==> src/rtl/rv32i_types.sv <==
// -----------------------------------------------------------------------------
// rv32i_types
// Shared RV32I type definitions: base opcodes, the per-stage control word
// carried down the pipeline, and the stall-controller state classification.
// Ports: none (package).
// -----------------------------------------------------------------------------
package rv32i_types;

    typedef enum logic [6:0] {
        op_lui   = 7'b0110111,
        op_auipc = 7'b0010111,
        op_jal   = 7'b1101111,
        op_jalr  = 7'b1100111,
        op_br    = 7'b1100011,
        op_load  = 7'b0000011,
        op_store = 7'b0100011,
        op_imm   = 7'b0010011,
        op_reg   = 7'b0110011,
        op_csr   = 7'b1110011
    } rv32i_opcode;

    typedef struct packed {
        rv32i_opcode opcode;
        logic [2:0]  funct3;
        logic        regfile_wr;
        logic [4:0]  rd;
    } rv32i_control_word;

    // Registered classification of a pipeline cycle.
    typedef enum logic [1:0] {
        RUN      = 2'd0,
        MEM_WAIT = 2'd1,
        EXT_WAIT = 2'd2
    } stall_state_t;

    function automatic logic is_mem_op(input rv32i_opcode op);
        return (op == op_load) || (op == op_store);
    endfunction

endpackage

==> src/rtl/sat_counter.sv <==
// -----------------------------------------------------------------------------
// sat_counter
// Up-counter that sticks at all-ones instead of wrapping.
// Ports:
//   i_clk   - clock
//   i_clr_n - synchronous active-low clear (priority over increment)
//   i_inc   - increment enable
//   o_cnt   - current count
// -----------------------------------------------------------------------------
module sat_counter #(
    parameter int W = 8
) (
    input  logic         i_clk,
    input  logic         i_clr_n,
    input  logic         i_inc,
    output logic [W-1:0] o_cnt
);

    logic [W-1:0] r_cnt;
    logic         w_full;

    assign w_full = &r_cnt;

    always_ff @(posedge i_clk) begin
        if (!i_clr_n) begin
            r_cnt <= '0;
        end else if (i_inc && !w_full) begin
            r_cnt <= r_cnt + W'(1);
        end
    end

    assign o_cnt = r_cnt;

endmodule

==> src/rtl/mem_stall_ctrl.sv <==
// -----------------------------------------------------------------------------
// mem_stall_ctrl
// Pipeline hazard/stall controller. Turns I-cache / D-cache handshakes and
// multi-cycle-unit busy flags into per-pipeline-register load enables, bubble
// inserts and PC hold. A response that arrives while the other port (or an
// external unit) is still busy is captured in a sticky flag so the request is
// not reissued. Also keeps saturating stall-cycle counters and a memory
// watchdog.
// Ports:
//   clk, rst_n          - clock, synchronous active-low reset
//   imem_resp_i         - instruction-cache response
//   dmem_resp_i         - data-cache response
//   ex_mem_ctrl_word_i  - control word of the instruction in MEM
//   ext_stall_i         - multi-cycle unit busy flags
//   preg_ld_o           - per-register load enable (0 = IF/ID)
//   preg_bubble_o       - per-register NOP insert (bit 0 always 0)
//   pc_ld_o             - PC load enable
//   imem_read_o         - instruction-cache read request
//   dmem_read_o         - data-cache read request
//   dmem_write_o        - data-cache write request
//   mem_stall_cnt_o     - cycles stalled on memory (saturating)
//   ext_stall_cnt_o     - cycles stalled on external units only (saturating)
//   mem_timeout_o       - sticky watchdog flag
// -----------------------------------------------------------------------------
module mem_stall_ctrl
    import rv32i_types::*;
#(
    parameter int NUM_PREGS = 4,
    parameter int EXT_IDX   = 2,
    parameter int NUM_EXT   = 2,
    parameter int CNT_W     = 32,
    parameter int TIMEOUT   = 1023
) (
    input  logic                 clk,
    input  logic                 rst_n,
    input  logic                 imem_resp_i,
    input  logic                 dmem_resp_i,
    input  rv32i_control_word    ex_mem_ctrl_word_i,
    input  logic [NUM_EXT-1:0]   ext_stall_i,
    output logic [NUM_PREGS-1:0] preg_ld_o,
    output logic [NUM_PREGS-1:0] preg_bubble_o,
    output logic                 pc_ld_o,
    output logic                 imem_read_o,
    output logic                 dmem_read_o,
    output logic                 dmem_write_o,
    output logic [CNT_W-1:0]     mem_stall_cnt_o,
    output logic [CNT_W-1:0]     ext_stall_cnt_o,
    output logic                 mem_timeout_o
);

    localparam int             WD_W     = $clog2(TIMEOUT + 1);
    localparam logic [WD_W-1:0] WD_LIMIT = WD_W'(TIMEOUT);

    logic                 w_mem_access;
    logic                 w_is_load;
    logic                 w_is_store;
    logic                 w_imem_done;
    logic                 w_dmem_done;
    logic                 w_mem_hold;
    logic                 w_ext_hold;
    logic                 w_advance;
    logic [NUM_PREGS-1:0] w_hold;

    logic                 r_i_seen;
    logic                 r_d_seen;

    stall_state_t         r_state;
    stall_state_t         w_state_nxt;

    logic                 w_in_mem_wait;
    logic                 w_in_ext_wait;
    logic [WD_W-1:0]      w_wd_cnt;
    logic                 w_wd_hit;
    logic                 r_timeout;

    // Only the opcode matters here; the rest of the control word passes by.
    logic                 w_unused_cw;
    assign w_unused_cw = ^{ex_mem_ctrl_word_i.funct3,
                           ex_mem_ctrl_word_i.regfile_wr,
                           ex_mem_ctrl_word_i.rd};

    assign w_is_load    = (ex_mem_ctrl_word_i.opcode == op_load);
    assign w_is_store   = (ex_mem_ctrl_word_i.opcode == op_store);
    assign w_mem_access = is_mem_op(ex_mem_ctrl_word_i.opcode);

    // A port counts as done if it responds now or already responded during
    // this stall; a non-memory instruction never waits on the D-cache.
    assign w_imem_done = imem_resp_i | r_i_seen;
    assign w_dmem_done = ~w_mem_access | dmem_resp_i | r_d_seen;
    assign w_mem_hold  = ~w_imem_done | ~w_dmem_done;
    assign w_ext_hold  = |ext_stall_i;
    assign w_advance   = ~w_mem_hold & ~w_ext_hold;

    // Memory stalls freeze everything; an external stall freezes only the
    // front of the pipe up to EX/MEM so older instructions can drain.
    always_comb begin
        w_hold = '0;
        for (int i = 0; i < NUM_PREGS; i++) begin
            w_hold[i] = w_mem_hold | (w_ext_hold & (i <= EXT_IDX));
        end
    end

    always_comb begin
        preg_ld_o     = '0;
        preg_bubble_o = '0;
        pc_ld_o       = 1'b0;
        imem_read_o   = 1'b0;
        dmem_read_o   = 1'b0;
        dmem_write_o  = 1'b0;
        if (rst_n) begin
            preg_ld_o = ~w_hold;
            // A register that loads while its upstream neighbour is frozen
            // would duplicate that instruction; load a NOP instead.
            for (int i = 1; i < NUM_PREGS; i++) begin
                preg_bubble_o[i] = ~w_hold[i] & w_hold[i-1];
            end
            pc_ld_o      = ~w_hold[0];
            imem_read_o  = ~r_i_seen;
            dmem_read_o  = w_is_load  & ~r_d_seen;
            dmem_write_o = w_is_store & ~r_d_seen;
        end
    end

    // Sticky response capture: clear wins over set so a response in the
    // advancing cycle is consumed rather than carried into the next one.
    always_ff @(posedge clk) begin
        if (!rst_n) begin
            r_i_seen <= 1'b0;
            r_d_seen <= 1'b0;
        end else if (w_advance) begin
            r_i_seen <= 1'b0;
            r_d_seen <= 1'b0;
        end else begin
            if (imem_resp_i) begin
                r_i_seen <= 1'b1;
            end
            if (dmem_resp_i && w_mem_access) begin
                r_d_seen <= 1'b1;
            end
        end
    end

    always_ff @(posedge clk) begin
        if (!rst_n) begin
            r_state <= RUN;
        end else begin
            r_state <= w_state_nxt;
        end
    end

    always_comb begin
        w_state_nxt = RUN;
        if (w_mem_hold) begin
            w_state_nxt = MEM_WAIT;
        end else if (w_ext_hold) begin
            w_state_nxt = EXT_WAIT;
        end
    end

    assign w_in_mem_wait = (r_state == MEM_WAIT);
    assign w_in_ext_wait = (r_state == EXT_WAIT);

    sat_counter #(.W(CNT_W)) u_mem_cnt (
        .i_clk   (clk),
        .i_clr_n (rst_n),
        .i_inc   (w_in_mem_wait),
        .o_cnt   (mem_stall_cnt_o)
    );

    sat_counter #(.W(CNT_W)) u_ext_cnt (
        .i_clk   (clk),
        .i_clr_n (rst_n),
        .i_inc   (w_in_ext_wait),
        .o_cnt   (ext_stall_cnt_o)
    );

    // Consecutive-wait counter: any non-memory-wait cycle restarts it.
    sat_counter #(.W(WD_W)) u_wd_cnt (
        .i_clk   (clk),
        .i_clr_n (rst_n & w_in_mem_wait),
        .i_inc   (w_in_mem_wait),
        .o_cnt   (w_wd_cnt)
    );

    assign w_wd_hit = (w_wd_cnt == WD_LIMIT);

    always_ff @(posedge clk) begin
        if (!rst_n) begin
            r_timeout <= 1'b0;
        end else if (w_wd_hit) begin
            r_timeout <= 1'b1;
        end
    end

    // Flag is visible in the same cycle the limit is reached, then held.
    assign mem_timeout_o = r_timeout | w_wd_hit;

endmodule

==> config.mk <==
export PLATFORM = sky130hd
export DESIGN_NAME = mem_stall_ctrl
export DESIGN_NICKNAME = d
export VERILOG_FILES = /design/src/rtl/rv32i_types.sv /design/src/rtl/sat_counter.sv /design/src/rtl/mem_stall_ctrl.sv
export SDC_FILE = /design/constraint.sdc
export NUM_CORES = 1
export LEC_CHECK = 0
export CORE_ASPECT_RATIO = 1.75
export CORE_UTILIZATION = 50
export CTS_CLUSTER_DIAMETER = 60
export DETAILED_ROUTE_END_ITERATION = 16
export PLACE_DENSITY_LB_ADDON = 0.1
export SYNTH_ARGS = -nofsm -noshare
export SYNTH_HDL_FRONTEND = slang
export SYNTH_SLANG_ARGS = --single-unit
==> constraint.sdc <==
create_clock -name clk -period 2.3 [get_ports clk]
set_input_delay 0.23 -clock clk [delete_from_list [all_inputs] [get_ports clk]]
set_output_delay 0.23 -clock clk [all_outputs]
set_load 0.1 [all_outputs]
After elaboration in Yosys (flattened, before gate mapping)

Index checks and enable logic that the tools add are counted.

Register bits: 79
Output and inout bits: 77
Logic and storage cells: 59

Add/sub/neg operators: 3
Equal/unequal tests: 5
Mux-type cells: 8
Bitwise gates (word level): 21
Reductions and logical operators: 14

Operator list:

| cell                                                | count |
|---|---|
| adder 32 x 1 -> 32 bit, second input constant       | 2 |
| AND reduction 32 bit                                | 2 |
| adder 10 x 1 -> 10 bit, second input constant       | 1 |
| equality test 10 bit, second input constant         | 1 |
| AND reduction 10 bit                                | 1 |
| inverter 1 bit                                      | 9 |
| equality test 7 x 2 -> 1 bit, second input constant | 1 |
| equality test 7 x 6 -> 1 bit, second input constant | 1 |
| OR 1 bit                                            | 6 |
| OR reduction 2 bit                                  | 3 |
| bitwise AND 1 bit                                   | 5 |
| two-way mux 1 bit                                   | 5 |
| logical AND 1 bit                                   | 4 |
| two-way mux 4 bit                                   | 1 |
| inverter 4 bit                                      | 1 |
| logical NOT 1 bit                                   | 3 |
| two-way mux 3 bit                                   | 1 |
| equality test 2 x 1 -> 1 bit, second input constant | 1 |
| equality test 2 bit, second input constant          | 1 |
| two-way mux 2 bit                                   | 1 |
| logical OR 1 bit                                    | 1 |

Depth between registers and ports, before layout

Word-level depth: 10
Mapped depth: 8
Gate-level depth less buffers: 6

Hierarchy

A second synthesis with hierarchy kept.

Cell total of the unflattened synthesis: 489
Area total of the unflattened synthesis: 4185.3 um2

By module, submodules not included:

| module                      | times used | cells each | area each (um2) | seq. area each (um2) |
|---|---|---|---|---|
| sat_counter (u_ext_cnt ...) | 2          | 194        | 1646.6          | 640.6 |
| sat_counter (u_wd_cnt)      | 1          | 60         | 551.8           | 200.2 |
| mem_stall_ctrl              | 1          | 41         | 340.3           | 100.1 |

Worst setup path before layout

OpenSTA, ideal clock, no wires.

Kind: input to output
From: in ex_mem_ctrl_word_i[11] (netlist name)
To: out preg_ld_o[0]
Arrival: 3556 ps
Path slack: -1486 ps
Stages: 6
Buffers on the path: 1
Cells stage by stage: nor4_1 > nand3_1 > o32ai_1 > or2_2 > nor3_1 > buf_4

Word-level cells in the longest chain between the ends: 10
Elaborated cells between the ends (all ways): 11
Classes of those cells: eq/ne (2); mux (1); bitwise (7); reduce/logical (1)

Ends and longest elaborated chain:

| what                                                                         | line                  | RTL |
|---|---|---|
| start, declared                                                              | mem_stall_ctrl.sv:38  | `input rv32i_control_word ex_mem_ctrl_word_i,` |
| equality test 7 x 2 -> 1 bit or equality test 7 x 6 -> 1 bit (tied branches) | rv32i_types.sv:37     | `return (op == op_load) \|\| (op == op_store);` |
| logical OR 1 bit *                                                           | rv32i_types.sv:37     |  |
| inverter 1 bit *                                                             | mem_stall_ctrl.sv:89  | `assign w_dmem_done = ~w_mem_access \| dmem_resp_i \| r_d_seen;` |
| OR 1 bit * (2 in a row)                                                      | mem_stall_ctrl.sv:89  |  |
| inverter 1 bit *                                                             | mem_stall_ctrl.sv:90  | `assign w_mem_hold = ~w_imem_done \| ~w_dmem_done;` |
| OR 1 bit *                                                                   | mem_stall_ctrl.sv:90  |  |
| OR 1 bit *                                                                   | mem_stall_ctrl.sv:99  | `w_hold[i] = w_mem_hold \| (w_ext_hold & (i <= EXT_IDX));` |
| inverter 4 bit *                                                             | mem_stall_ctrl.sv:111 | `preg_ld_o = ~w_hold;` |
| two-way mux 4 bit *                                                          | mem_stall_ctrl.sv:110 | `if (rst_n) begin` |
| end, declared                                                                | mem_stall_ctrl.sv:40  | `output logic [NUM_PREGS-1:0] preg_ld_o,` |

Mark *: on every way between the ends. The rest lies on a longest branch, timed or not.

Worst setup path in the final report

From: in ex_mem_ctrl_word_i[11] (netlist name)
To: out pc_ld_o

Word-level cells in the longest chain between the ends: 10
Elaborated cells between the ends (all ways): 11
Classes of those cells: eq/ne (2); mux (1); bitwise (7); reduce/logical (1)

Ends and longest elaborated chain:

| what                                                                         | line                  | RTL |
|---|---|---|
| equality test 7 x 2 -> 1 bit or equality test 7 x 6 -> 1 bit (tied branches) | rv32i_types.sv:37     |  |
| logical OR 1 bit *                                                           | rv32i_types.sv:37     |  |
| inverter 1 bit *                                                             | mem_stall_ctrl.sv:89  |  |
| OR 1 bit * (2 in a row)                                                      | mem_stall_ctrl.sv:89  |  |
| inverter 1 bit *                                                             | mem_stall_ctrl.sv:90  |  |
| OR 1 bit *                                                                   | mem_stall_ctrl.sv:90  |  |
| OR 1 bit *                                                                   | mem_stall_ctrl.sv:99  |  |
| inverter 1 bit *                                                             | mem_stall_ctrl.sv:117 | `pc_ld_o = ~w_hold[0];` |
| two-way mux 1 bit *                                                          | mem_stall_ctrl.sv:110 |  |
| end, declared                                                                | mem_stall_ctrl.sv:42  | `output logic pc_ld_o,` |

Marked as above.

==> results by group <==
Place
  – DP HPWL: 8100 µm
  – Cell Area, Placed: 5190 µm²
  – GPL Wtd Cong: ~0.83
  – I/O Buffers: 86
  – Setup WS pre-CTS: ~19 ps

Global route
  – GRT overflow: 0
  – Vias in the first global route: approximately 4.0k
  – Largest net degree at the start of global routing: 38
  – Initial antenna violation count: 0
  – First-pass GRT wire length: 17,900 µm
  – Overall routing resource usage: 0.261

Clock tree
  – Clock root buffer: clkbuf_16
  – Clk slew on worst S/H paths: 60 ps
  – Clk buf depth: 2
  – H-tree level count: 3
  – CTS tree: done
  – Cts bufs inserted: 9
  – Cts hold-fix bufs: 0
  – Clock net sink count: approximately 80
  – Worst skew pair latency: 330 ps

Pwr
  – Power per cell area: roughly 530 nW/µm²
  – P_int: 0.00222 W
  – Clk pwr share: 0.448
  – Logic pwr share: 0.083
  – Net Sw Frac: 0.237
  – P_leak: 1.94 nW
  – Sequential fraction of design power: 0.469
  – Sw Pwr: 0.000691 W
  – Maximum vdd drop: roughly 0.42 mV

Synth
  – Ys async rst share: 0
  – Sequential share of the synthesized area: 0.385
  – Number of distinct library cells after synthesis: 53
  – Post-synth top area share: 0.385
  – Most common cell in the netlist: dfxtp_1
  – Synth area leaders: dfxtp_1 (38%), a21oi_1 (5.7%), or3_1 (4.4%)
  – Cells after synthesis: a little over 500
  – Ys Warns: 0
  – Post-synth EDFFs: 0
  – Area leader, netlist: dfxtp_1
  – Dominant synthesized flop cell: dfxtp_1
  – Synth Register Bits: ~80
  – Synth Cell Area: ~4100 µm²
  – Avg Cell Area, Syn: 8.15 µm²
  – Commonest cells post-synth: dfxtp_1 (79), a21oi_1 (47), nand2_1 (40)

Final layout
  – Area Growth Syn to Fin: 33.8%
  – Layout cells sized above 1: 0.326
  – Post-route design area: about 5500 µm²
  – Nets@finish: 622
  – # diodes: 0

Timing
  – Worst clock skew: approximately 6.8 ps
  – Tmin final: 2220 ps
  – Max Freq: between 0.4 and 0.5 GHz
  – RSZ-0062 raised after global routing: no
  – Final Cycle Share: 0.966
  – Final hold slack: 473 ps
  – Slew Limit Fails: 0
  – Slew HR: 0.626
  – Hold Fails Final Rpt: 0
  – Slew of the pin with the lowest slew margin: approximately 560 ps
  – Final WS setup: approximately 77 ps
  – Endpoints failing setup: 0

Route
  – Vias: roughly 4.2k
  – Final WL: 10,900 µm
  – Pre-antenna DRT Iters: 11
  – Vias/cell: 6.03
  – ANT nets after route: 0
  – DRC errors left: 10
  – Wire per inst: around 16 µm
  – Iter 0 DRT Violations: 200

Setup path
  – Setup crit end kind: output pin
  – Kind of critical path: in -> out
  – Crit path required time: 2070 ps
  – Worst Path Arrival: 1990 ps
  – Setup crit start kind: input port
  – Critical Path Fanout Max: 4

Floorplan
  – Die Wd: around 71 µm
  – Placeable Area: between 7000 and 8000 µm²
  – Die area: about 8600 µm²
  – Starting Density: 0.516
  – Core Rows: 43
  – Die H: between 100 and 150 µm
  – Io pins: 99

Run
  – Max_cap viols: 0

Min path
  – Hold Path Class: reg -> reg

Run status
  – Status: finished with violations
  – Failing checks: DRC
cells in the final DEF, fill, tap and decap left out, types with 3 or more instances in the layout:
cell	n
buf_4	89
a21oi_1	47
dfxtp_2	45
nand2_1	40
nor2_1	35
nand3_1	34
or3_1	29
o31ai_1	21
nand4_1	20
or4_1	20
dfxtp_4	19
o21ai_1	15
dfxtp_1	15
o21ai_0	14
nor3_1	12
clkdlybuf4s50_1	12
nand2b_1	11
buf_12	11
inv_1	9
mux2i_1	9
clkbuf_16	9
nor4_1	8
nor4_2	7
a31oi_1	4
xnor2_1	4
xor2_1	4
clkbuf_1	4
or2_2	3
o211ai_1	3
a211oi_1	3
and4_1	3
o21a_1	3
ha_1	3
conb_1	3
routing by layer:
layer  GRT usage  routed length, µm  part of all wire
met1       0.254               3990              0.36
met4       0.122                242             0.022
met3      0.0455                379             0.035
met2       0.519               6340              0.58
met5           0                  0                 0
area by class of cell:
cell class | count | area [µm²]
Multi-Input combinational cell | 385 | 2360
Sequential cell | 79 | 1710
Clock inverter | 1 | 5.00
Tap cell | 90 | 113
Timing Repair Buffer | 112 | 1010
Fill cell | 664 | 2470
Inverter | 10 | 37.5
Clock buffer | 15 | 268
state kept, by name, summed over array words and instances, names as in the netlist:
| signal | flops |
|---|---|
| r_d_seen | 1 |
| r_i_seen | 1 |
| r_state | 2 |
| r_timeout | 1 |
| u_ext_cnt.o_cnt | 32 |
| u_mem_cnt.o_cnt | 32 |
| u_wd_cnt.o_cnt | 10 |
power by group through the flow:
| stage | logic, W | registers, W | clock network [W] |
|---|---|---|---|
| finish | 0.000243 | 0.00137 | 0.00130 |
| global route | 0.000255 | 0.00137 | 0.00138 |
| CTS | 0.000240 | 0.00137 | 0.00134 |
| detailed placement | 0.000240 | 0.00140 | 0 |
| global placement | 0.000238 | 0.00140 | 0 |
| floorplan | 0.000133 | 0.00142 | 0 |
critical path: stages:
cell	delay [ps]
clkdlybuf4s50_1	410
nor4_1	260
nand3_1	230
o32ai_2	290
or2_4	200
nor3_4	50
buf_4	160
buf_12	160
logic make-up after synthesis:
kind of cell | Yosys count | share of synthesized area
and+or+nand+nor | 244 | 0.342
other | 1 | 0.000913
adders and majority gates | 3 | 0.00914
buffers and inverters | 42 | 0.0518
muxes | 9 | 0.0219
DFF | 79 | 0.385
xor gates and xnor gates | 8 | 0.0171
AOI/OAI and AO/OA | 118 | 0.172
worst paths after layout:
path	startpoint	endpoint	slack, ps	depth (start not counted)
worst min-delay path	u_ext_cnt.o_cnt[9]	u_ext_cnt.o_cnt[9]	470	2
worst min register to register	u_ext_cnt.o_cnt[9]	u_ext_cnt.o_cnt[9]	470	2
worst max-delay path	ex_mem_ctrl_word_i[11]	pc_ld_o	80	8
worst max register to register	u_ext_cnt.o_cnt[0]	u_ext_cnt.o_cnt[22]	230	6
repair_timing:
item | in CTS | in global routing
resized for setup | 0 | 2
buffers inserted | 0 | 3
setup endpoints to repair | 0 | 4
stage by stage:
stage / util / power (W) / std cells / setup TNS [ps]
after CTS: 0.686 / 0.00295 / 689 / 0
after floorplan: - / 0.00155 / 506 / -685
after detailed placement: 0.652 / 0.00164 / 673 / 0
final: 0.690 / 0.00292 / 692 / 0
after global routing: 0.690 / 0.00301 / 692 / 0
after global placement: 0.652 / 0.00163 / 673 / 0
(Power assumes the default switching activity.)
